[src/rtl/d_issue_ctrl_pkg.sv]
// Shared types and constants for the decode-stage issue controller.
package d_issue_ctrl_pkg;

  typedef enum logic [0:0] {StRun, StFlush} state_e;

  localparam int unsigned RegIdxW = 5;
  localparam logic [RegIdxW-1:0] RegX0 = '0;

endpackage

[src/rtl/d_scoreboard.sv]
// Register scoreboard: one busy bit per architectural register, writeback bypass on the
// three lookup ports, set-wins-over-clear update and a popcount of the stored bits.
module d_scoreboard
  import d_issue_ctrl_pkg::*;
#(
  parameter int unsigned NREGS     = 32,
  parameter int unsigned WB_BYPASS = 1,
  parameter int unsigned IdxW      = $clog2(NREGS)
) (
  input  logic            clk_i,
  input  logic            rst_ni,
  input  logic [IdxW-1:0] rd_a_i,
  input  logic [IdxW-1:0] rd_b_i,
  input  logic [IdxW-1:0] rd_d_i,
  output logic            busy_a_o,
  output logic            busy_b_o,
  output logic            busy_d_o,
  input  logic            set_en_i,
  input  logic [IdxW-1:0] set_reg_i,
  input  logic            clr_en_i,
  input  logic [IdxW-1:0] clr_reg_i,
  output logic [IdxW:0]   busy_count_o
);

  logic [NREGS-1:0] sb_q, sb_d;
  logic [IdxW:0]    count;

  function automatic logic is_busy(input logic [IdxW-1:0] r);
    logic clr;
    clr = (WB_BYPASS != 0) && clr_en_i && (clr_reg_i == r);
    return sb_q[r] && !clr;
  endfunction

  always_comb begin
    busy_a_o = is_busy(rd_a_i);
    busy_b_o = is_busy(rd_b_i);
    busy_d_o = is_busy(rd_d_i);
  end

  // Clear first so a same-cycle set on the same register wins.
  always_comb begin
    sb_d = sb_q;
    if (clr_en_i) sb_d[clr_reg_i] = 1'b0;
    if (set_en_i && (set_reg_i != IdxW'(RegX0))) sb_d[set_reg_i] = 1'b1;
    sb_d[0] = 1'b0;
  end

  always_ff @(posedge clk_i) begin
    if (!rst_ni) begin
      sb_q <= '0;
    end else begin
      sb_q <= sb_d;
    end
  end

  always_comb begin
    count = '0;
    for (int i = 0; i < int'(NREGS); i++) begin
      count = count + {{IdxW{1'b0}}, sb_q[i]};
    end
  end

  assign busy_count_o = count;

endmodule

[src/rtl/d_issue_ctrl.sv]
// Decode issue controller: hazard detection against the scoreboard, RUN/FLUSH sequencing
// after redirects, and a saturating stall-cycle counter.
module d_issue_ctrl
  import d_issue_ctrl_pkg::*;
#(
  parameter int unsigned NREGS        = 2 ** RegIdxW,
  parameter int unsigned FLUSH_CYCLES = 2,
  parameter int unsigned WB_BYPASS    = 1,
  parameter int unsigned CNT_W        = 16
) (
  input  logic                       clock,
  input  logic                       reset,
  input  logic                       d_valid,
  input  logic [$clog2(NREGS)-1:0]   regA,
  input  logic [$clog2(NREGS)-1:0]   regB,
  input  logic                       use_A,
  input  logic                       use_B,
  input  logic [$clog2(NREGS)-1:0]   regD,
  input  logic                       w_en,
  input  logic                       x_ready,
  input  logic                       wb_valid,
  input  logic [$clog2(NREGS)-1:0]   wb_reg,
  input  logic                       redirect,
  output logic                       issue,
  output logic                       d_ready,
  output logic                       stall,
  output logic                       flush,
  output logic [$clog2(NREGS):0]     busy_count,
  output logic [CNT_W-1:0]           stall_cycles
);

  localparam int unsigned IdxW = $clog2(NREGS);
  localparam int unsigned FlW  = $clog2(FLUSH_CYCLES + 1);

  state_e           state_q, state_d;
  logic [FlW-1:0]   fcnt_q, fcnt_d;
  logic [CNT_W-1:0] scnt_q, scnt_d;

  logic          busy_a, busy_b, busy_d;
  logic          run, hazard, issue_raw, stall_raw, ready_raw, flush_raw;
  logic [IdxW:0] sb_count;

  d_scoreboard #(
    .NREGS     (NREGS),
    .WB_BYPASS (WB_BYPASS),
    .IdxW      (IdxW)
  ) u_scoreboard (
    .clk_i        (clock),
    .rst_ni       (reset),
    .rd_a_i       (regA),
    .rd_b_i       (regB),
    .rd_d_i       (regD),
    .busy_a_o     (busy_a),
    .busy_b_o     (busy_b),
    .busy_d_o     (busy_d),
    .set_en_i     (issue_raw && w_en),
    .set_reg_i    (regD),
    .clr_en_i     (wb_valid),
    .clr_reg_i    (wb_reg),
    .busy_count_o (sb_count)
  );

  always_comb begin
    run       = (state_q == StRun) && !redirect;
    hazard    = (use_A && busy_a) || (use_B && busy_b) ||
                (w_en && (regD != IdxW'(RegX0)) && busy_d);
    issue_raw = run && d_valid && x_ready && !hazard;
    stall_raw = run && d_valid && !issue_raw;
    ready_raw = run && (!d_valid || issue_raw);
    flush_raw = redirect || (state_q == StFlush);
  end

  // Every output reads as zero while reset is held low.
  always_comb begin
    issue        = reset && issue_raw;
    d_ready      = reset && ready_raw;
    stall        = reset && stall_raw;
    flush        = reset && flush_raw;
    busy_count   = reset ? sb_count : '0;
    stall_cycles = reset ? scnt_q : '0;
  end

  always_comb begin
    state_d = state_q;
    fcnt_d  = fcnt_q;
    if (redirect) begin
      state_d = StFlush;
      fcnt_d  = FlW'(FLUSH_CYCLES);
    end else if (state_q == StFlush) begin
      if (fcnt_q <= FlW'(1)) begin
        state_d = StRun;
        fcnt_d  = '0;
      end else begin
        fcnt_d = fcnt_q - FlW'(1);
      end
    end
  end

  always_comb begin
    scnt_d = scnt_q;
    if (stall_raw && (scnt_q != '1)) scnt_d = scnt_q + CNT_W'(1);
  end

  always_ff @(posedge clock) begin
    if (!reset) begin
      state_q <= StRun;
      fcnt_q  <= '0;
      scnt_q  <= '0;
    end else begin
      state_q <= state_d;
      fcnt_q  <= fcnt_d;
      scnt_q  <= scnt_d;
    end
  end

endmodule
[config.mk]
export PLATFORM = sky130hd
export DESIGN_NAME = d_issue_ctrl
export DESIGN_NICKNAME = d
export VERILOG_FILES = /design/src/rtl/d_issue_ctrl_pkg.sv /design/src/rtl/d_scoreboard.sv /design/src/rtl/d_issue_ctrl.sv
export SDC_FILE = /design/constraint.sdc
export NUM_CORES = 1
export LEC_CHECK = 0
export CAP_MARGIN = 20
export CORE_MARGIN = 1
export CORE_UTILIZATION = 30
export CTS_CLUSTER_SIZE = 8
export DETAILED_ROUTE_END_ITERATION = 10
export PLACE_DENSITY = 0.6
export SYNTH_ARGS = -nofsm -noshare
export SYNTH_HDL_FRONTEND = slang
export SYNTH_SLANG_ARGS = --single-unit
[constraint.sdc]
create_clock -name clock -period 5.37 [get_ports clock]
set_input_delay 1.074 -clock clock [delete_from_list [all_inputs] [get_ports clock]]
set_output_delay 1.074 -clock clock [all_outputs]
set_load 0.02 [all_outputs]
Word-level counts from Yosys, hierarchy flattened
Cells that the tools add are included.
W data, S select, Z words.
{"block": "op_classes", "addsub": 33, "magnitude_cmp": 7, "eq_ne": 4, "mux": 20, "bitwise_logic": 5, "reduce_logical": 39}
{"operator": "$add A6 B1 Y6", "count": 30}
{"operator": "$mux W32", "count": 2}
{"operator": "$and A32 B32 Y32", "count": 1}
{"operator": "$not A32 Y32", "count": 1}
{"operator": "$or A32 B32 Y32", "count": 1}
{"operator": "$logic_and A1 B1 Y1", "count": 25}
{"operator": "$lt A5 B6 Y1 const B", "count": 4}
{"operator": "$add A16 B1 Y16 const B", "count": 1}
{"operator": "$mux W16", "count": 1}
{"operator": "$ne A16 B16 Y1 const B", "count": 1}
{"operator": "$bmux W1 S5", "count": 3}
{"operator": "$eq A5 B5 Y1", "count": 3}
{"operator": "$demux W1 S5", "count": 2}
{"operator": "$ge A5 B1 Y1 const B", "count": 2}
{"operator": "$mux W1", "count": 8}
{"operator": "$logic_not A1 Y1", "count": 7}
{"operator": "$mux W2", "count": 3}
{"operator": "$mux W6", "count": 1}
{"operator": "$reduce_bool A5 Y1", "count": 1}
{"operator": "$logic_or A1 B1 Y1", "count": 4}
{"operator": "$add A1 B1 Y2", "count": 1}
{"operator": "$le A2 B1 Y1 const B", "count": 1}
{"operator": "$not A1 Y1", "count": 2}
{"operator": "$reduce_bool A2 Y1", "count": 1}
{"operator": "other kinds (2)", "count": 2}
{"block": "totals", "register_bits": 51, "wordCells": 114}

Depth between registers and ports, before layout
Gate-level depths: netlist (run 1).
{"block": "depth", "depth_word": 32, "ltp_mapped": 18, "mapped_depth_nobuf": 18}

Modules after synthesis
A second synthesis (run 1) with hierarchy kept.
{"block": "hier_totals", "cells_unflattened": 489, "area_unflattened_um2": 4301.6}
{"module": "d_scoreboard", "n_inst": 1, "cells_per_inst": 348, "area_per_inst_um2": 3169.3, "seq_area_each_um2": 620.6}
{"module": "d_issue_ctrl", "n_inst": 1, "cells_per_inst": 141, "area_per_inst_um2": 1132.3, "seq_area_each_um2": 380.4}

Least setup slack after synthesis (run 1)
No wires, ideal clock.
{"block": "synth_path", "kind": "register -> output", "start": "register u_scoreboard.sb_q[18]", "end": "output port busy_count[4]", "arrival_ns": 4.863, "t_required_ns": 4.296, "setup_slack_ns": -0.567, "stages_incl_launch_ff": 17, "path_cell_list": "dfxtp_1 > fa_1 > inv_1 > fa_1 > inv_1 > fa_1 > inv_1 > fa_1 > fa_1 > fa_1 > fa_1 > fa_1 > inv_1 > a21o_1 > a21oi_1 > xor2_1 > nor2_1"}
{"block": "synth_via", "elab_chain_cells": 15}
{"element": "start, declared", "line": "d_scoreboard.sv:25", "text": "logic [NREGS-1:0] sb_q, sb_d;"}
{"element": "start signal, assigned", "line": "d_scoreboard.sv:50", "text": "sb_q <= '0;"}
{"element": "start signal, assigned", "line": "d_scoreboard.sv:52", "text": "sb_q <= sb_d;"}
{"element": "$add A6 B1 Y6 (14 in a row)", "line": "d_scoreboard.sv:59", "text": "count = count + {{IdxW{1'b0}}, sb_q[i]};"}
{"element": "$mux W6", "line": "d_issue_ctrl.sv:79", "text": "busy_count = reset ? sb_count : '0;"}
{"element": "end, declared", "line": "d_issue_ctrl.sv:28", "text": "output logic [$clog2(NREGS):0] busy_count,"}
Every way passes these cells.

Final worst setup path (run 1)
Ends and elaborated chain as after synthesis.

==> results of run 1 <==
critical path, stage by stage, from the launching register on:
cell	delay [ps]
sky130_fd_sc_hd__dfxtp_2	330
sky130_fd_sc_hd__fa_1	550
sky130_fd_sc_hd__inv_2	40
sky130_fd_sc_hd__fa_1	510
sky130_fd_sc_hd__inv_2	40
sky130_fd_sc_hd__fa_1	490
sky130_fd_sc_hd__inv_2	40
sky130_fd_sc_hd__fa_1	460
sky130_fd_sc_hd__fa_1	530
sky130_fd_sc_hd__fa_1	440
sky130_fd_sc_hd__fa_2	380
sky130_fd_sc_hd__fa_2	400
sky130_fd_sc_hd__inv_1	60
sky130_fd_sc_hd__a21o_1	120
sky130_fd_sc_hd__a21oi_2	60
sky130_fd_sc_hd__xor2_1	150
sky130_fd_sc_hd__nor2_2	120
sky130_fd_sc_hd__buf_6	140
layer usage:
layer  vias to the layer above  part of all wire [%]
li1                       1852                     -
met1                      1923                    41
met2                       194                    48
met3                        20                   8.4
met4                         0                   1.7
met5                         -                     0
worst min path at each step:
stage,start,to,slack [ps],cells past startpoint
after floorplan,scnt_q[14],scnt_q[14],450,2
after global placement,scnt_q[14],scnt_q[14],470,2
after detailed placement,scnt_q[14],scnt_q[14],490,2
after CTS,scnt_q[14],scnt_q[14],500,2
after global routing,u_scoreboard.sb_q[8],u_scoreboard.sb_q[8],540,2
final,scnt_q[14],scnt_q[14],500,2
cell type report:
type	instances	area [µm²]	area share [%]
clock buffers	6	128.9	2.377
clock inverters	1	7.507	0.1384
inverters	54	202.7	3.738
multi-input cells	338	2930	54.04
flip-flops and latches	50	1007	18.57
well taps	180	225.2	4.153
repair buffers	104	920.9	16.98
what timing repair did:
item / 4_1_cts / 5_1_grt
gates resized for setup: 35 / 8
setup buffers: 0 / 1
setup endpoints to repair: 6 / 8
pin swaps: 7 / 3
cloned: 0 / 0
per-stage QoR:
stage | std cells | hold slack [ps]
5_1_grt | 733 | 539.9
3_3_place_gp | 725 | 473.0
3_5_place_dp | 725 | 487.0
4_1_cts | 732 | 498.9
6_report | 733 | 503.0
2_1_floorplan | 473 | 450.3
sequential cells by signal, summed over array words and instances (netlist names):
signal             cells
scnt_q                16
u_scoreboard.sb_q     31
state_q                1
fcnt_q                 2
power breakdown:
part / leakage (µW) / switching, µW / internal (µW)
combinational: 0.00155 / 80.0 / 63.3
sequential: 0.000406 / 1.93 / 373
clock: 0.0000629 / 141 / 171
cell usage after synthesis, types with 4 or more instances:
| cell type | count | area share [%] |
|---|---|---|
| sky130_fd_sc_hd__xor2_1 | 6 | 1.2 |
| sky130_fd_sc_hd__o21ai_0 | 42 | 4.9 |
| sky130_fd_sc_hd__clkbuf_1 | 22 | 1.9 |
| sky130_fd_sc_hd__o211ai_1 | 31 | 5.5 |
| sky130_fd_sc_hd__nand2b_1 | 4 | 0.59 |
| sky130_fd_sc_hd__nand4_1 | 8 | 1.2 |
| sky130_fd_sc_hd__nand3b_1 | 5 | 0.88 |
| sky130_fd_sc_hd__mux4_2 | 16 | 8.5 |
| sky130_fd_sc_hd__nand2_1 | 31 | 2.7 |
| sky130_fd_sc_hd__o31ai_1 | 4 | 0.71 |
| sky130_fd_sc_hd__fa_1 | 23 | 11 |
| sky130_fd_sc_hd__buf_2 | 6 | 0.71 |
| sky130_fd_sc_hd__dfxtp_1 | 50 | 24 |
| sky130_fd_sc_hd__and2_1 | 16 | 2.4 |
| sky130_fd_sc_hd__or4_1 | 8 | 1.4 |
| sky130_fd_sc_hd__ha_1 | 8 | 2.4 |
| sky130_fd_sc_hd__nor2_1 | 23 | 2.0 |
| sky130_fd_sc_hd__mux2_2 | 9 | 2.4 |
| sky130_fd_sc_hd__mux2i_1 | 4 | 0.94 |
| sky130_fd_sc_hd__inv_1 | 53 | 4.7 |
| sky130_fd_sc_hd__or3_1 | 9 | 1.3 |
| sky130_fd_sc_hd__a21oi_1 | 14 | 1.7 |
| sky130_fd_sc_hd__nor2b_1 | 8 | 1.2 |
| sky130_fd_sc_hd__nand3_1 | 11 | 1.3 |
| sky130_fd_sc_hd__xnor2_1 | 12 | 2.5 |
cell families after synthesis:
| kind of cell | after synthesis | share of synthesized area, % |
|---|---|---|
| buf+inv | 85 | 8.220 |
| compound gates | 111 | 16.91 |
| mux | 35 | 14.73 |
| xor+xnor | 18 | 3.712 |
| flops | 50 | 23.57 |
| simple gates | 143 | 19.65 |
| fa+ha+maj | 31 | 13.20 |
==> insert_results.sql, run 1 <==
INSERT INTO impl_metrics (metric_group, metric, value, unit) VALUES
('status', 'outcome', 'finished with violations', ''),
('status', 'failed_checks', 'design-rule violations, negative setup slack', ''),
('synth', 'syn-num-nets', '533', ''),
('worst_setup_path', 'end_kind', 'output port', ''),
('worst_setup_path', 'critical_path.reg2reg.endpoint', 'u_scoreboard.sb_q[28]', ''),
('synth', 'syn_area', '4247', 'µm²'),
('grt', 'grt_pass1_wl', '20800', 'µm'),
('placed_design', 'placement.io_buffers', '54', ''),
('cts', 'cts-root-buf', 'sky130_fd_sc_hd__clkbuf_16', ''),
('pwr', 'totalPowerFinal', '829.6', 'µW'),
('grt', 'first_global_vias', '3901', ''),
('pwr', 'pwr_cell_area', '153.0', 'nW/µm²'),
('placed_design', 'pre_cts_ws', '-1000', 'ps'),
('synth', 'avgSynthCellArea', '8.978', 'µm²'),
('timing', 'fin_crit_sh', '115.9', '%'),
('grt', 'grtUsageTotal', '18.52', '%'),
('worst_setup_path', 'regToRegSetupSlack', '2170', 'ps'),
('timing', 'achievable-frequency', '160.7', 'MHz'),
('timing', 'rsz0062_at_grt', 'yes', ''),
('cts', 'cts_clk_pin_slew_worst_paths', '70', 'ps'),
('route', 'drc_errors', '2', ''),
('placed_design', 'dp.final_hpwl', '10250', 'µm'),
('worst_setup_path', 'crit_start', 'u_scoreboard.sb_q[18]', ''),
('floorplan', 'placeableCoreArea', '13830', 'µm²'),
('grt', 'globalRouteMet3Util', '4.182', '%'),
('finish', 'layout-area-overhead-vs-synth', '27.70', '%'),
('finish', 'num-nets-final', '613', ''),
('placed_design', 'placement.cell_area', '5255', 'µm²'),
('grt', 'grtUsageMet1', '23.91', '%'),
('finish', 'post_route_cells_drive_above_1_share', '22.06', '%'),
('grt', 'number_of_antenna_violations_at_the_first_check_in_global_routing', '0', ''),
('cts', 'clock-sinks', '50', ''),
('grt', 'grt_most_used_layer', 'met2', ''),
('floorplan', 'rows', '43', ''),
('synth', 'synth_enable_flop_cells', '0', ''),
('cts', 'clock_tree.htree_level_count', '2', ''),
('cts', 'cts.path.max_buffers', '2', ''),
('synth', 'asyncSetResetFlopFracSynth', '0', '%'),
('finish', 'postLayoutCellArea', '5423', 'µm²'),
('floorplan', 'dieHeight', '121.0', 'µm'),
('synth', 'dominantRegCellSynth', 'sky130_fd_sc_hd__dfxtp_1', ''),
('worst_setup_path', 'worst-endpoint-arrival', '5150', 'ps'),
('timing', 'setup_viol', '6', ''),
('route', 'drtIter0Drc', '351', ''),
('synth', 'ys_ff_latch', '50', ''),
('worst_setup_path', 'cp_max_fo', '2', ''),
('route', 'vias_post_dr', '3989', ''),
('route', 'final_antenna_net_count', '0', ''),
('synth', 'post_synth_num_cell_types', '56', ''),
('route', 'route.final.wire_length', '12940', 'µm'),
('worst_setup_path', 'worst_setup_path_start_kind', 'flip-flop', ''),
('floorplan', 'total_die_area', '14640', 'µm²'),
('timing', 'setup_ws', '-852.4', 'ps'),
('synth', 'synth_warnings', '0', ''),
('finish', 'final_util', '39.22', '%'),
('timing', 'timing.final.max_slew_violations', '0', ''),
('route', 'routedWlPerCell', '17.66', 'µm'),
('cts', 'cts_buf_count', '5', ''),
('synth', 'ys_seq_area_share', '23.57', '%'),
('route', 'drt_pre_antenna_iters', '8', ''),
('worst_setup_path', 'endpoint', 'busy_count[4]', ''),
('finish', 'diodes', '0', ''),
('timing', 'timing.slew.headroom', '58.42', '%'),
('worst_setup_path', 'cp_data_required_time', '4300', 'ps'),
('grt', 'global_route.usage.met2', '30.79', '%'),
('synth', 'number_of_instances_in_the_synthesized_netlist', '473', ''),
('timing', 'skew', '6.027', 'ps'),
('cts', 'cts_tree', 'built', ''),
('floorplan', 'floorplan.initialDensity', '30.71', '%'),
('timing', 'max_slew.worst_pin.slew', '619.9', 'ps'),
('timing', 'tns', '-3505', 'ps');
(Power assumes the default switching activity.)
==> inputs of run 2 (changes only) <==
--- a/config.mk
+++ b/config.mk
@@ -8,6 +8,7 @@
 export CAP_MARGIN = 20
 export CORE_MARGIN = 1
 export CORE_UTILIZATION = 30
+export CTS_BUF_LIST = sky130_fd_sc_hd__clkbuf_8
 export CTS_CLUSTER_SIZE = 8
 export DETAILED_ROUTE_END_ITERATION = 10
 export PLACE_DENSITY = 0.6
==> insert_results.sql, run 2 (synthesis results as in run 1) <==
INSERT INTO impl_metrics (metric_group, metric, value, unit) VALUES
('route', 'final_antenna_net_count', '0', ''),
('pwr', 'p_int', '523.7', 'µW'),
('worst_setup_path', 'critical_path_cell_by_cell', 'fa_1 -> inv_2 -> fa_1 -> inv_2 -> fa_1 -> inv_2 -> fa_1 -> fa_1 -> fa_1 -> fa_2 -> fa_2 -> inv_1 -> a21o_1 -> a21oi_2 -> xor2_1 -> nor2_2 -> buf_6', ''),
('worst_setup_path', 'cp_top_family', 'adder cells', ''),
('worst_setup_path', 'cp_max_fo', '2', ''),
('worst_setup_path', 'worst_setup_path_start_kind', 'flip-flop', ''),
('finish', 'multi_input_area', '2930', 'µm²'),
('cts', 'cts_tree', 'built', ''),
('finish', 'largest_reg_by_ff_count', 'u_scoreboard.sb_q', ''),
('finish', 'final_common_cell', 'sky130_fd_sc_hd__inv_1', ''),
('finish', 'num-nets-final', '613', ''),
('grt', 'grt_pass1_wl', '20820', 'µm'),
('timing', 'tns', '-3735', 'ps'),
('worst_setup_path', 'slowest_delay', '550', 'ps'),
('worst_setup_path', 'critPathKind', 'flip-flop to output port', ''),
('cts', 'cts-root-buf', 'sky130_fd_sc_hd__clkbuf_8', ''),
('finish', 'finish.cell_count_without_fillers', '733', ''),
('finish', 'post_route_cells_drive_above_1_share', '22.24', '%'),
('cts', 'cts_hold_buf', '0', ''),
('finish', 'final_util', '38.82', '%'),
('status', 'outcome', 'finished with violations', ''),
('route', 'route.final.wire_length', '13050', 'µm'),
('worst_setup_path', 'worst_path_most_repeated_cell', 'sky130_fd_sc_hd__fa_1', ''),
('placed_design', 'gp_congestion', '0.8778', ''),
('finish', 'most-common-layout-cells', '51 x sky130_fd_sc_hd__inv_1, 50 x sky130_fd_sc_hd__buf_4, 46 x sky130_fd_sc_hd__clkdlybuf4s50_1', ''),
('grt', 'largest_net_degree_at_the_start_of_global_routing', '54', ''),
('grt', 'grtUsageTotal', '18.52', '%'),
('placed_design', 'placement.io_buffers', '54', ''),
('pwr', 'comb_power_share', '19.4', '%'),
('worst_setup_path', 'critPathSlowestCell', 'sky130_fd_sc_hd__fa_1', ''),
('route', 'drt_pre_antenna_iters', '8', ''),
('floorplan', 'rows', '43', ''),
('finish', 'layout-area-overhead-vs-synth', '26.40', '%'),
('cts', 'clock_tree.htree_level_count', '2', ''),
('cts', 'cts_clk_pin_slew_worst_paths', '90', 'ps'),
('timing', 'skew', '4.232', 'ps'),
('pwr', 'totalPowerFinal', '739.5', 'µW'),
('timing', 'fin_crit_sh', '116.5', '%'),
('floorplan', 'placeableCoreArea', '13830', 'µm²'),
('flow_run', 'max_cap_viols', '0', ''),
('timing', 'timing.final.max_slew_violations', '0', ''),
('route', 'drtIter0Drc', '385', ''),
('pwr', 'net-switching-power', '215.8', 'µW'),
('timing', 'finalHoldViolCount', '0', ''),
('pwr', 'pwr_cell_area', '137.8', 'nW/µm²'),
('pwr', 'p_clk_share', '29.9', '%'),
('floorplan', 'floorplan.initialDensity', '30.71', '%'),
('route', 'drc_errors', '2', ''),
('pwr', 'max-vdd-ir-drop', '91.23', 'µV'),
('pwr', 'pwr-share-seq', '50.6', '%'),
('status', 'failed_checks', 'design-rule violations, negative setup slack', ''),
('placed_design', 'dp.final_hpwl', '10250', 'µm'),
('route', 'vias_post_dr', '4023', ''),
('timing', 'setup_viol', '6', ''),
('worst_setup_path', 'worstPathBufferInverterCount', '5', ''),
('worst_setup_path', 'cp_data_required_time', '4300', 'ps'),
('floorplan', 'die_w', '121.0', 'µm'),
('finish', 'layout.area.seq', '1008', 'µm²'),
('cts', 'clock-sinks', '50', ''),
('placed_design', 'pre_cts_ws', '-1000', 'ps'),
('pwr', 'power_leakage', '0.002002', 'µW'),
('timing', 'max_slew.worst_pin.slew', '621.9', 'ps'),
('route', 'viasPerCell', '5.488', ''),
('timing', 'timing.slew.headroom', '58.28', '%'),
('route', 'routedWlPerCell', '17.81', 'µm'),
('cts', 'cts_buf_count', '5', ''),
('floorplan', 'total_die_area', '14640', 'µm²'),
('pwr', 'swShare', '29.18', '%'),
('finish', 'diodes', '0', ''),
('grt', 'first_global_vias', '3903', ''),
('floorplan', 'io-pin-count', '55', ''),
('worst_setup_path', 'worst-endpoint-arrival', '5180', 'ps'),
('cts', 'cts.path.max_buffers', '2', ''),
('grt', 'number_of_antenna_violations_at_the_first_check_in_global_routing', '0', ''),
('timing', 'achievable-frequency', '159.8', 'MHz'),
('finish', 'largest_register_ff_count', '31', ''),
('timing', 'rsz0062_at_grt', 'yes', ''),
('timing', 'setup_ws', '-887.6', 'ps'),
('timing', 'fin_crit', '6258', 'ps'),
('worst_setup_path', 'end_kind', 'output port', ''),
('placed_design', 'placed_cells_incl_taps', '725', ''),
('finish', 'biggestRegsByFlops', 'u_scoreboard.sb_q: 31 flops, scnt_q: 16 flops, fcnt_q: 2 flops', ''),
('cts', 'worst_skew_pair.late_latency', '320', 'ps'),
('grt', 'grt-ovfl-total', '0', ''),
('finish', 'fillCellCount', '1375', ''),
('floorplan', 'dieHeight', '121.0', 'µm'),
('worst_hold_path', 'min_path_type', 'flip-flop to flip-flop', '');
-- run 2: cell count changes in the layout (fill, tap and decap cells not counted) --
| cell | delta |
|---|---|
| sky130_fd_sc_hd__dfxtp_2 | +1 |
| sky130_fd_sc_hd__clkbuf_16 | -5 |
| sky130_fd_sc_hd__clkbuf_1 | -1 |
| sky130_fd_sc_hd__clkbuf_8 | +5 |
| sky130_fd_sc_hd__inv_1 | +1 |
| sky130_fd_sc_hd__dfxtp_1 | -1 |
-- run 2: final cells by class --
class,instances,area share (%)
clock buffers,5,1.282
clock inverters,2,0.2098
inverters,54,3.776
multi-input cells,338,54.59
flip-flops and latches,50,18.79
well taps,180,4.196
repair buffers,104,17.16
-- run 2: path summary, 6_finish.rpt --
check | slack, ps | end | from | cells past startpoint
setup / recovery | -890 | busy_count[4] | u_scoreboard.sb_q[18] | 17
hold reg to reg | 510 | scnt_q[14] | scnt_q[14] | 2
setup reg to reg | 2120 | u_scoreboard.sb_q[28] | u_scoreboard.sb_q[17] | 9
hold / removal | 510 | scnt_q[14] | scnt_q[14] | 2
-- run 2: timing repair --
item | 4_1_cts | 5_1_grt
endpoints found under the setup margin | 6 | 8
pin swaps | 7 | 2
resized for setup | 35 | 9
buffers inserted | 0 | 1
-- run 2: through the flow --
stage          instance area (µm²)  hold WS (ps)
2_1_floorplan                 4273         450.3
3_3_place_gp                  5255         473.0
3_5_place_dp                  5255         487.0
4_1_cts                       5341         502.9
5_1_grt                       5368         546.5
6_report                      5368         508.2
-- run 2: power by group through the flow --
| stage | clock network, µW | registers (µW) | logic, µW |
|---|---|---|---|
| 2_1_floorplan | 0 | 383 | 82.3 |
| 3_3_place_gp | 0 | 383 | 140 |
| 3_5_place_dp | 0 | 383 | 141 |
| 4_1_cts | 228 | 374 | 142 |
| 5_1_grt | 242 | 375 | 154 |
| 6_report | 221 | 374 | 144 |
-- run 2: worst reg2reg max path: cells and delay by family, from the launching register on --
kind | cells | cell delay, ps
AND/OR/NAND/NOR | 4 | 1390
multiplexers | 2 | 810
flip-flops | 1 | 340
AO/OA/AOI/OAI | 1 | 330
buffers and inverters | 2 | 300
-- run 2: layer usage --
layer / wire length (µm) / vias to the layer above / global-route usage [%] / part of all wire (%)
li1: - / 1852 / - / -
met1: 5515 / 1957 / 23.97 / 42
met4: 246 / 0 / 5.093 / 1.9
met5: 0 / - / 0 / 0
met2: 6306 / 193 / 31.07 / 48
met3: 986 / 21 / 3.900 / 7.6
==> inputs of run 3 (changes only) <==
--- a/config.mk
+++ b/config.mk
@@ -12,6 +12,7 @@
 export CTS_CLUSTER_SIZE = 8
 export DETAILED_ROUTE_END_ITERATION = 10
 export PLACE_DENSITY = 0.6
+export SLEW_MARGIN = 20
 export SYNTH_ARGS = -nofsm -noshare
 export SYNTH_HDL_FRONTEND = slang
 export SYNTH_SLANG_ARGS = --single-unit
==> results of run 3 <==
The final DEF is identical to that of run 2; final timing and power are the same.
